$ cat src/rtl/sensor_poll_if.sv
// Request/response link between the poll scheduler (master) and the shared
// I2C controller (slave).
//   req_valid/req_ready/req_addr : read request handshake, addr stable while valid
//   rsp_valid/rsp_error/rsp_data : one-cycle completion pulse with status and reading
interface sensor_poll_if #(
  parameter int unsigned ADDR_WIDTH = 7,
  parameter int unsigned CU_WIDTH   = 16
);
  logic                  req_valid;
  logic                  req_ready;
  logic [ADDR_WIDTH-1:0] req_addr;
  logic                  rsp_valid;
  logic                  rsp_error;
  logic [CU_WIDTH-1:0]   rsp_data;

  modport master (
    output req_valid, req_addr,
    input  req_ready, rsp_valid, rsp_error, rsp_data
  );

  modport slave (
    input  req_valid, req_addr,
    output req_ready, rsp_valid, rsp_error, rsp_data
  );
endinterface

$ cat src/rtl/sensor_poll_scheduler.sv
// Periodically polls NUM_SENSORS I2C temperature sensors through one shared
// controller, with per-transaction timeout and bounded retries.
//   clk, rst        : clock, synchronous active-high reset
//   enable          : level, gates the start of new rounds
//   sensor_addr_tbl : packed per-channel I2C addresses
//   bus             : request/response link to the I2C controller
//   out_valid/out_channel/out_data : good-reading pulse to temperature_CU
//   fault_mask      : per-channel retries-exhausted flags
//   overrun         : sticky, a period tick hit an active round
//   busy            : a round is in progress
module sensor_poll_scheduler #(
  parameter int unsigned NUM_SENSORS = 4,
  parameter int unsigned CU_WIDTH    = 16,
  parameter int unsigned ADDR_WIDTH  = 7,
  parameter int unsigned POLL_PERIOD = 100000,
  parameter int unsigned TIMEOUT     = 20000,
  parameter int unsigned MAX_RETRY   = 2,
  localparam int unsigned CH_W       = (NUM_SENSORS > 1) ? $clog2(NUM_SENSORS) : 1
) (
  input  logic                              clk,
  input  logic                              rst,
  input  logic                              enable,
  input  logic [NUM_SENSORS*ADDR_WIDTH-1:0] sensor_addr_tbl,
  sensor_poll_if.master                     bus,
  output logic                              out_valid,
  output logic [CH_W-1:0]                   out_channel,
  output logic [CU_WIDTH-1:0]               out_data,
  output logic [NUM_SENSORS-1:0]            fault_mask,
  output logic                              overrun,
  output logic                              busy
);

  localparam int unsigned PER_W = $clog2(POLL_PERIOD);
  localparam int unsigned TMO_W = $clog2(TIMEOUT);
  localparam int unsigned RTY_W = (MAX_RETRY > 0) ? $clog2(MAX_RETRY + 1) : 1;

  localparam logic [1:0] IDLE  = 2'd0;
  localparam logic [1:0] ISSUE = 2'd1;
  localparam logic [1:0] WAIT  = 2'd2;
  localparam logic [1:0] NEXT  = 2'd3;

  logic [1:0]             state, state_nxt;
  logic [PER_W-1:0]       per_cnt, per_cnt_nxt;
  logic [CH_W-1:0]        channel, channel_nxt;
  logic [RTY_W-1:0]       retry, retry_nxt;
  logic [TMO_W-1:0]       tmo, tmo_nxt;
  logic                   req_valid_q, req_valid_nxt;
  logic [ADDR_WIDTH-1:0]  req_addr_q, req_addr_nxt;
  logic                   out_valid_nxt;
  logic [CH_W-1:0]        out_channel_nxt;
  logic [CU_WIDTH-1:0]    out_data_nxt;
  logic [NUM_SENSORS-1:0] fault_nxt;
  logic                   overrun_nxt;
  logic                   busy_nxt;
  logic                   tick;

  assign bus.req_valid = req_valid_q;
  assign bus.req_addr  = req_addr_q;

  assign tick = enable && (per_cnt == PER_W'(POLL_PERIOD - 1));

  // State and datapath registers
  always_ff @(posedge clk) begin
    if (rst) begin
      state       <= IDLE;
      per_cnt     <= '0;
      channel     <= '0;
      retry       <= '0;
      tmo         <= '0;
      req_valid_q <= 1'b0;
      req_addr_q  <= '0;
      out_valid   <= 1'b0;
      out_channel <= '0;
      out_data    <= '0;
      fault_mask  <= '0;
      overrun     <= 1'b0;
      busy        <= 1'b0;
    end else begin
      state       <= state_nxt;
      per_cnt     <= per_cnt_nxt;
      channel     <= channel_nxt;
      retry       <= retry_nxt;
      tmo         <= tmo_nxt;
      req_valid_q <= req_valid_nxt;
      req_addr_q  <= req_addr_nxt;
      out_valid   <= out_valid_nxt;
      out_channel <= out_channel_nxt;
      out_data    <= out_data_nxt;
      fault_mask  <= fault_nxt;
      overrun     <= overrun_nxt;
      busy        <= busy_nxt;
    end
  end

  // Next-state and output logic
  always_comb begin
    state_nxt       = state;
    channel_nxt     = channel;
    retry_nxt       = retry;
    tmo_nxt         = tmo;
    req_addr_nxt    = req_addr_q;
    out_valid_nxt   = 1'b0;
    out_channel_nxt = out_channel;
    out_data_nxt    = out_data;
    fault_nxt       = fault_mask;
    overrun_nxt     = overrun;
    busy_nxt        = busy;

    // Period counter restarts from 0 whenever enable is low
    if (!enable || tick) per_cnt_nxt = '0;
    else                 per_cnt_nxt = per_cnt + PER_W'(1);

    // A tick outside IDLE is dropped, not queued
    if (tick && (state != IDLE)) overrun_nxt = 1'b1;

    case (state)
      IDLE: begin
        if (tick) begin
          channel_nxt = '0;
          retry_nxt   = '0;
          busy_nxt    = 1'b1;
          state_nxt   = ISSUE;
        end
      end
      ISSUE: begin
        if (req_valid_q && bus.req_ready) begin
          tmo_nxt   = '0;
          state_nxt = WAIT;
        end
      end
      WAIT: begin
        // A response on the last timeout cycle still counts as a response
        if (bus.rsp_valid && !bus.rsp_error) begin
          out_valid_nxt      = 1'b1;
          out_channel_nxt    = channel;
          out_data_nxt       = bus.rsp_data;
          fault_nxt[channel] = 1'b0;
          state_nxt          = NEXT;
        end else if (bus.rsp_valid || (tmo == TMO_W'(TIMEOUT - 1))) begin
          if (retry < RTY_W'(MAX_RETRY)) begin
            retry_nxt = retry + RTY_W'(1);
            state_nxt = ISSUE;
          end else begin
            fault_nxt[channel] = 1'b1;
            state_nxt          = NEXT;
          end
        end else begin
          tmo_nxt = tmo + TMO_W'(1);
        end
      end
      NEXT: begin
        retry_nxt = '0;
        if (channel == CH_W'(NUM_SENSORS - 1)) begin
          busy_nxt  = 1'b0;
          state_nxt = IDLE;
        end else begin
          channel_nxt = channel + CH_W'(1);
          state_nxt   = ISSUE;
        end
      end
      default: state_nxt = IDLE;
    endcase

    req_valid_nxt = (state_nxt == ISSUE);
    // Address is captured on each entry into ISSUE, one capture per attempt
    if ((state_nxt == ISSUE) && (state != ISSUE))
      req_addr_nxt = sensor_addr_tbl[channel_nxt*ADDR_WIDTH +: ADDR_WIDTH];
  end

endmodule
$ cat src/flat_wrapper.sv
// flat-port wrapper written by rule: the top's interface ports become plain ports
module sensor_poll_scheduler_flat 
#(
  parameter int unsigned NUM_SENSORS = 4,
  parameter int unsigned CU_WIDTH    = 16,
  parameter int unsigned ADDR_WIDTH  = 7,
  parameter int unsigned POLL_PERIOD = 100000,
  parameter int unsigned TIMEOUT     = 20000,
  parameter int unsigned MAX_RETRY   = 2,
  localparam int unsigned CH_W       = (NUM_SENSORS > 1) ? $clog2(NUM_SENSORS) : 1
)
  (clk, rst, enable, sensor_addr_tbl, out_valid, out_channel, out_data, fault_mask, overrun, busy, bus_req_valid, bus_req_addr, bus_req_ready, bus_rsp_valid, bus_rsp_error, bus_rsp_data);
  sensor_poll_if #(.ADDR_WIDTH(ADDR_WIDTH), .CU_WIDTH(CU_WIDTH)) bus_i ();
  input  logic clk;
  input  logic rst;
  input  logic enable;
  input  logic [NUM_SENSORS*ADDR_WIDTH-1:0] sensor_addr_tbl;
  output logic out_valid;
  output logic [CH_W-1:0] out_channel;
  output logic [CU_WIDTH-1:0] out_data;
  output logic [NUM_SENSORS-1:0] fault_mask;
  output logic overrun;
  output logic busy;
  output wire logic [$bits(bus_i.req_valid)-1:0] bus_req_valid;
  output wire logic [$bits(bus_i.req_addr)-1:0] bus_req_addr;
  input wire logic [$bits(bus_i.req_ready)-1:0] bus_req_ready;
  input wire logic [$bits(bus_i.rsp_valid)-1:0] bus_rsp_valid;
  input wire logic [$bits(bus_i.rsp_error)-1:0] bus_rsp_error;
  input wire logic [$bits(bus_i.rsp_data)-1:0] bus_rsp_data;
  assign bus_req_valid = bus_i.req_valid;
  assign bus_req_addr = bus_i.req_addr;
  assign bus_i.req_ready = bus_req_ready;
  assign bus_i.rsp_valid = bus_rsp_valid;
  assign bus_i.rsp_error = bus_rsp_error;
  assign bus_i.rsp_data = bus_rsp_data;
  sensor_poll_scheduler #(.NUM_SENSORS(NUM_SENSORS), .CU_WIDTH(CU_WIDTH), .ADDR_WIDTH(ADDR_WIDTH), .POLL_PERIOD(POLL_PERIOD), .TIMEOUT(TIMEOUT), .MAX_RETRY(MAX_RETRY)) u_core (.clk(clk), .rst(rst), .enable(enable), .sensor_addr_tbl(sensor_addr_tbl), .bus(bus_i), .out_valid(out_valid), .out_channel(out_channel), .out_data(out_data), .fault_mask(fault_mask), .overrun(overrun), .busy(busy));
endmodule
$ cat config.mk
export PLATFORM = sky130hd
export DESIGN_NAME = sensor_poll_scheduler_flat
export DESIGN_NICKNAME = d
export VERILOG_FILES = /design/src/rtl/sensor_poll_if.sv /design/src/rtl/sensor_poll_scheduler.sv /design/src/flat_wrapper.sv
export SDC_FILE = /design/constraint.sdc
export NUM_CORES = 1
export LEC_CHECK = 0
export ABC_AREA = 0
export CORE_MARGIN = 2
export CORE_UTILIZATION = 49
export DETAILED_ROUTE_END_ITERATION = 8
export PLACE_DENSITY = 0.8
export SLEW_MARGIN = 20
export SYNTH_ARGS = -nofsm -noshare
export SYNTH_HDL_FRONTEND = slang
export SYNTH_SLANG_ARGS = --single-unit
export TNS_END_PERCENT = 100
$ cat constraint.sdc
create_clock -name clk -period 2.9 [get_ports clk]
set_input_delay 0.29 -clock clk [delete_from_list [all_inputs] [get_ports clk]]
set_output_delay 0.29 -clock clk [all_outputs]
set_load 0.05 [all_outputs]
# Word-level counts from Yosys, hierarchy flattened
# Cells that the tools add are included.
# W data, S select, Z words.
[word_totals] input_bits=50 reg_bits=71 output_inout_bits=33 wordCells=93
[classes] shift=1 bitwise=4 n_reduce_logical=23 n_eq_ne=16 muxes=28 n_lt_le_gt_ge=3 n_mul=1 n_addsub=4
[op_table] cell="$mux W15" count=3
[op_table] cell="$pmux W15 S2" count=1
[op_table] cell="$shiftx A28 B6 Y7" count=1
[op_table] cell="$mux W2" count=11
[op_table] cell="$add A17 B1 Y17 const B" count=1
[op_table] cell="$eq A17 B17 Y1 const B" count=1
[op_table] cell="$add A15 B1 Y15 const B" count=1
[op_table] cell="$eq A15 B15 Y1 const B" count=1
[op_table] cell="$ne A2 B1 Y1 const B" count=7
[op_table] cell="$mux W4" count=3
[op_table] cell="$pmux W2 S4" count=1
[op_table] cell="$reduce_bool A2 Y1" count=4
[op_table] cell="$eq A2 B2 Y1 const B" count=3
[op_table] cell="$logic_and A1 B1 Y1" count=6
[op_table] cell="$pmux W2 S3" count=1
[op_table] cell="$reduce_and A3 Y1" count=2
[op_table] cell="$mul A2 B3 Y5 const B" count=1
[op_table] cell="$mux W1" count=5
[op_table] cell="$reduce_and A5 Y1" count=1
[op_table] cell="$add A2 B1 Y2 const B" count=2
[op_table] cell="$and A4 B4 Y4" count=1
[op_table] cell="$eq A2 B1 Y1 const B" count=2
[op_table] cell="$ne A2 B2 Y1 const B" count=2
[op_table] cell="$not A4 Y4" count=1
[op_table] cell="15 further kinds" count=18

# Logic depth before layout (Yosys ltp)
[logic_depth] depth_word=8 depth_mapped=8 ltp_nobuf=8

# Worst setup path before layout
# No wires, ideal clock.
[synth_path] path_kind="reg-to-reg" start="register u_core.per_cnt[0]" end="register u_core.req_addr_q[5], in the netlist u_core.bus.req_addr[5]" setup_time_ps=117 t_required_ps=2783 stages_incl_launch_ff=8 n_path_buf=0 synth_period_minus_slack_ps=2182 setup_slack_ps=718 t_arrival_ps=2065 path_cell_list="dfxtp_1 -> ha_1 -> and4_1 -> and4_4 -> nand4_1 -> nand2_4 -> mux4_2 -> a22o_1"
[synth_via] elab_chain_len=6 word_cells_on_any_way=10 cone_classes="1 x mul; 2 x eq/ne; 1 x shift; 4 x mux; 2 x reduce/logical"
[synth_rtl] item="start, declared" line="sensor_poll_scheduler.sv:43" source="logic [PER_W-1:0] per_cnt, per_cnt_nxt;"
[synth_rtl] item="start signal, assigned" line="sensor_poll_scheduler.sv:80" source="per_cnt <= per_cnt_nxt;"
[synth_rtl] item="$eq A17 B17 Y1 (*)" line="sensor_poll_scheduler.sv:60" source="assign tick = enable && (per_cnt == PER_W'(POLL_PERIOD - 1));"
[synth_rtl] item="$logic_and A1 B1 Y1 (*)" line="sensor_poll_scheduler.sv:60"
[synth_rtl] item="$mux W2" line="sensor_poll_scheduler.sv:118" source="if (tick) begin"
[synth_rtl] item="$pmux W2 S2 or $pmux W2 S4 (tied branches)" line="sensor_poll_scheduler.sv:116" source="case (state)"
[synth_rtl] item="$mul A2 B3 Y5 or $eq A2 B1 Y1 (tied branches)" line="sensor_poll_scheduler.sv:167, sensor_poll_scheduler.sv:166"
[synth_rtl] item="$shiftx A28 B6 Y7 or $logic_and A1 B1 Y1 (tied branches)" line="sensor_poll_scheduler.sv:167, sensor_poll_scheduler.sv:166"
[synth_rtl] item="end signal, assigned" line="sensor_poll_scheduler.sv:85" source="req_addr_q <= req_addr_nxt;"
[synth_rtl] item="end, declared" line="sensor_poll_scheduler.sv:48" source="logic [ADDR_WIDTH-1:0] req_addr_q, req_addr_nxt;"
# Every way passes the cells marked *; elsewhere a longest branch is shown, timed or not.
# A chain may end at the register's enable or synchronous reset.

# Worst setup path after layout
[layout_path] start="register u_core.state[1]" end="register u_core.req_addr_q[5], in the netlist u_core.bus.req_addr[5]"
[layout_via] elab_chain_len=5 word_cells_on_any_way=15 cone_classes="1 x mul; 5 x eq/ne; 1 x shift; 6 x mux; 2 x reduce/logical"
[layout_rtl] item="start, declared" line="sensor_poll_scheduler.sv:42" source="logic [1:0] state, state_nxt;"
[layout_rtl] item="start signal, assigned" line="sensor_poll_scheduler.sv:79" source="state <= state_nxt;"
[layout_rtl] item="branches (longest 5 deep; another with $mul A2 B3 Y5)"
# Parallel ways; which one is timed is not known.

==> run summary <==
Leakage power -> 1.517 nW
# clock sinks -> 71
CTS buffer count -> 9
Layout cells sized above 1 -> 0.1011
Final GP Congestion -> 0.8849
Post-Place Cells -> 506
DP Wirelength -> 5503 um
Area of the multi-input gates -> 1732 um2
Yosys top cell by area -> dfxtp_1
Full die area -> 7267 um2
Sequential share of the synthesized area -> 0.4395
Routed Antenna Nets -> 0
Initial cell density of the core -> 0.5094
Postcts setup bufs -> 0
EDFF count, synth -> 0
DR top layer -> met4
Post-route DRC -> 0
Total gr overflow -> 0
Port buffer count -> 82
Min-Delay Startpoint -> u_core.out_data[5]
Root buf cell -> clkbuf_8
Clock skew -> 0.008246 ns
Top cells by area, synth -> dfxtp_1, nand2_1, nor2_1
Total Power -> 2.131 mW
Diode count -> 0
Critical Path Most Common Cell -> o21ai_0
Fin cells -> 522
Clk Latency, worst-skew pair -> 0.34 ns
Synth top area share -> 0.4395
Fillers -> 499
First-pass GRT wire length -> 12700 um
Sequential Area -> 1421 um2
Syn Nets -> 410
Initial antenna violation count -> 0
Routed wl met3 -> 518 um
Post-synth ARST share -> 0
Max H-tree Level -> 3
Worst-path fanout max -> 8
Critical path's slowest cell -> mux4_2
Rows -> 29
Pwr/cell area -> 488.5 nW/um2
Count leader, synth -> dfxtp_1
Drt wl/cell -> 14.37 um
DRT Wirelength -> 7500 um
RSZ-0062 raised after global routing -> no
Period utilization -> 0.8189
Cell Chain, Critical Path -> inv_1, ha_1, nor2_1, o21ai_0, o21ai_0, nand2_4, mux4_2, a22o_1
Area grow syn2layout -> 34.85%
Max Clock Freq -> 421.1 MHz
Top_reg_cell synth -> dfxtp_1
Largest net degree at the start of global routing -> 29
Max cap viols -> 0
Post-CTS Hold Buffers -> 0
Commonest cells in the netlist -> dfxtp_1, nand2_1, nor2_1
Routed metal-1 wirelength -> 3249 um
Nets -> 496
Hold Fails Final Rpt -> 0
Fin util -> 0.6869
Status -> completed
CP Class -> reg -> reg
Pre-CTS setup slack -> 0.4885 ns
Required @ worst endpoint -> 3.14 ns
Vias in the first global route -> 2823
Synth Instances -> 354
R2R Path Start -> u_core.state[1]
Critical Path End Type -> register
Synth warnings -> 0
Post-cts repair resize count -> 0
TNS Setup -> 0 ns
CTS tree -> yes
CORE AREA -> 6350 um2
Launching element type of the critical path -> register
Die W -> 85.25 um
Die span in y -> 85.25 um
Post-synthesis area per instance -> 9.137 um2
Hold Crit Class -> reg -> reg
Worst IR drop on VDD -> 0.3541 mV
Crit-path max cell delay -> 0.52 ns
Worst path arrival time -> 2.61 ns
Clock-pin slew on the worst setup and hold paths -> 0.08 ns
Final worst-path setup slack -> 0.5251 ns
1st-iter DRT viols -> 145
Mapped Area -> 3234 um2
Relative slew slack -> 0.5885
Crit path launch -> u_core.state[1]
Drt pass-1 iters -> 5
Max-slew violation count -> 0
Total track usage -> 0.2179
Via Count -> 2803
CTS max path bufs -> 2
Via/cell ratio -> 5.370
Num ports -> 83
Final critical-path required period -> 2.375 ns
Worst-Margin Slew -> 0.6157 ns
Flip-flop and latch count after synthesis -> 71
Netlist cell types -> 52
Routed wl met2 -> 3630 um
Final setup vio count -> 0
==> routing by layer <==
metal  GRT usage  vias up
li1            -     1412
met1      0.2648     1292
met2      0.3629       88
met3     0.07588       11
met4     0.06782        0
met5           0        -
==> cell usage in the layout (no fill, tap or decap), types with 7 or more instances in the layout <==
master	Yosys	layout
clkdlybuf4s50_1	0	82
dfxtp_1	71	71
nand2_1	52	52
nor2_1	51	51
a21oi_1	24	24
xor2_1	21	21
nand3_1	11	11
inv_1	9	9
clkbuf_8	0	9
nand4_1	8	8
mux4_2	7	7
a22o_1	7	7
==> kinds of logic (layout without fill, tap and decap cells) <==
logic type               count (synthesis)  after routing  synth area share
XOR/XNOR                                26             26           0.07041
buffers and inverters                   21            112           0.02515
flip-flops                              71             71            0.4395
AND/OR/NAND/NOR                        158            158            0.2449
AO/OA/AOI/OAI                           65             65            0.1482
adder cells (fa/ha/maj)                  6              6           0.02321
multiplexers                             7              7           0.04874
==> layout make-up <==
cell class	instances	share of cell area
Multi-Input combinational cell	262	0.3970
Clock inverter	7	0.02209
Sequential cell	71	0.3259
Inverter	9	0.007745
Clock buffer	9	0.02840
Timing Repair Buffer	87	0.1968
Tap cell	77	0.02209
==> critical path: cells and delay by family (launching register included) <==
kind / cells / cell delay, ns
flops: 1 / 0.40
fa+ha+maj: 1 / 0.35
simple gates: 2 / 0.27
mux: 1 / 0.52
compound gates: 3 / 0.62
buf+inv: 1 / 0.11
==> worst paths after layout <==
path / slack [ns] / cells after the start / to
setup reg to reg: 0.53 / 8 / u_core.bus.req_addr[5]
setup / recovery: 0.53 / 8 / u_core.bus.req_addr[5]
hold reg to reg: 0.46 / 2 / u_core.out_data[5]
hold / removal: 0.46 / 2 / u_core.out_data[5]
==> metrics by stage <==
step                area (um2)  hold WS [ns]
global route              4362        0.4774
global placement          4141        0.4419
floorplan                 3234        0.4260
CTS                       4362        0.4585
finish                    4362        0.4557
detailed placement        4141        0.4469
==> power by group <==
part / switching [mW] / internal, mW / total (mW)
logic: 0.136 / 0.127 / 0.263
clock network: 0.376 / 0.487 / 0.863
registers: 0.0125 / 0.992 / 1.00
==> sequential cells by signal, summed over array words and instances (netlist names), named ones only <==
register / cells
u_core.bus.req_addr: 7
u_core.bus.req_valid: 1
u_core.busy: 1
u_core.channel: 2
u_core.out_channel: 2
u_core.out_data: 16
u_core.out_valid: 1
u_core.overrun: 1
u_core.per_cnt: 17
u_core.retry: 2
u_core.state: 2
u_core.tmo: 15
Power figures use the tool's default switching activity.
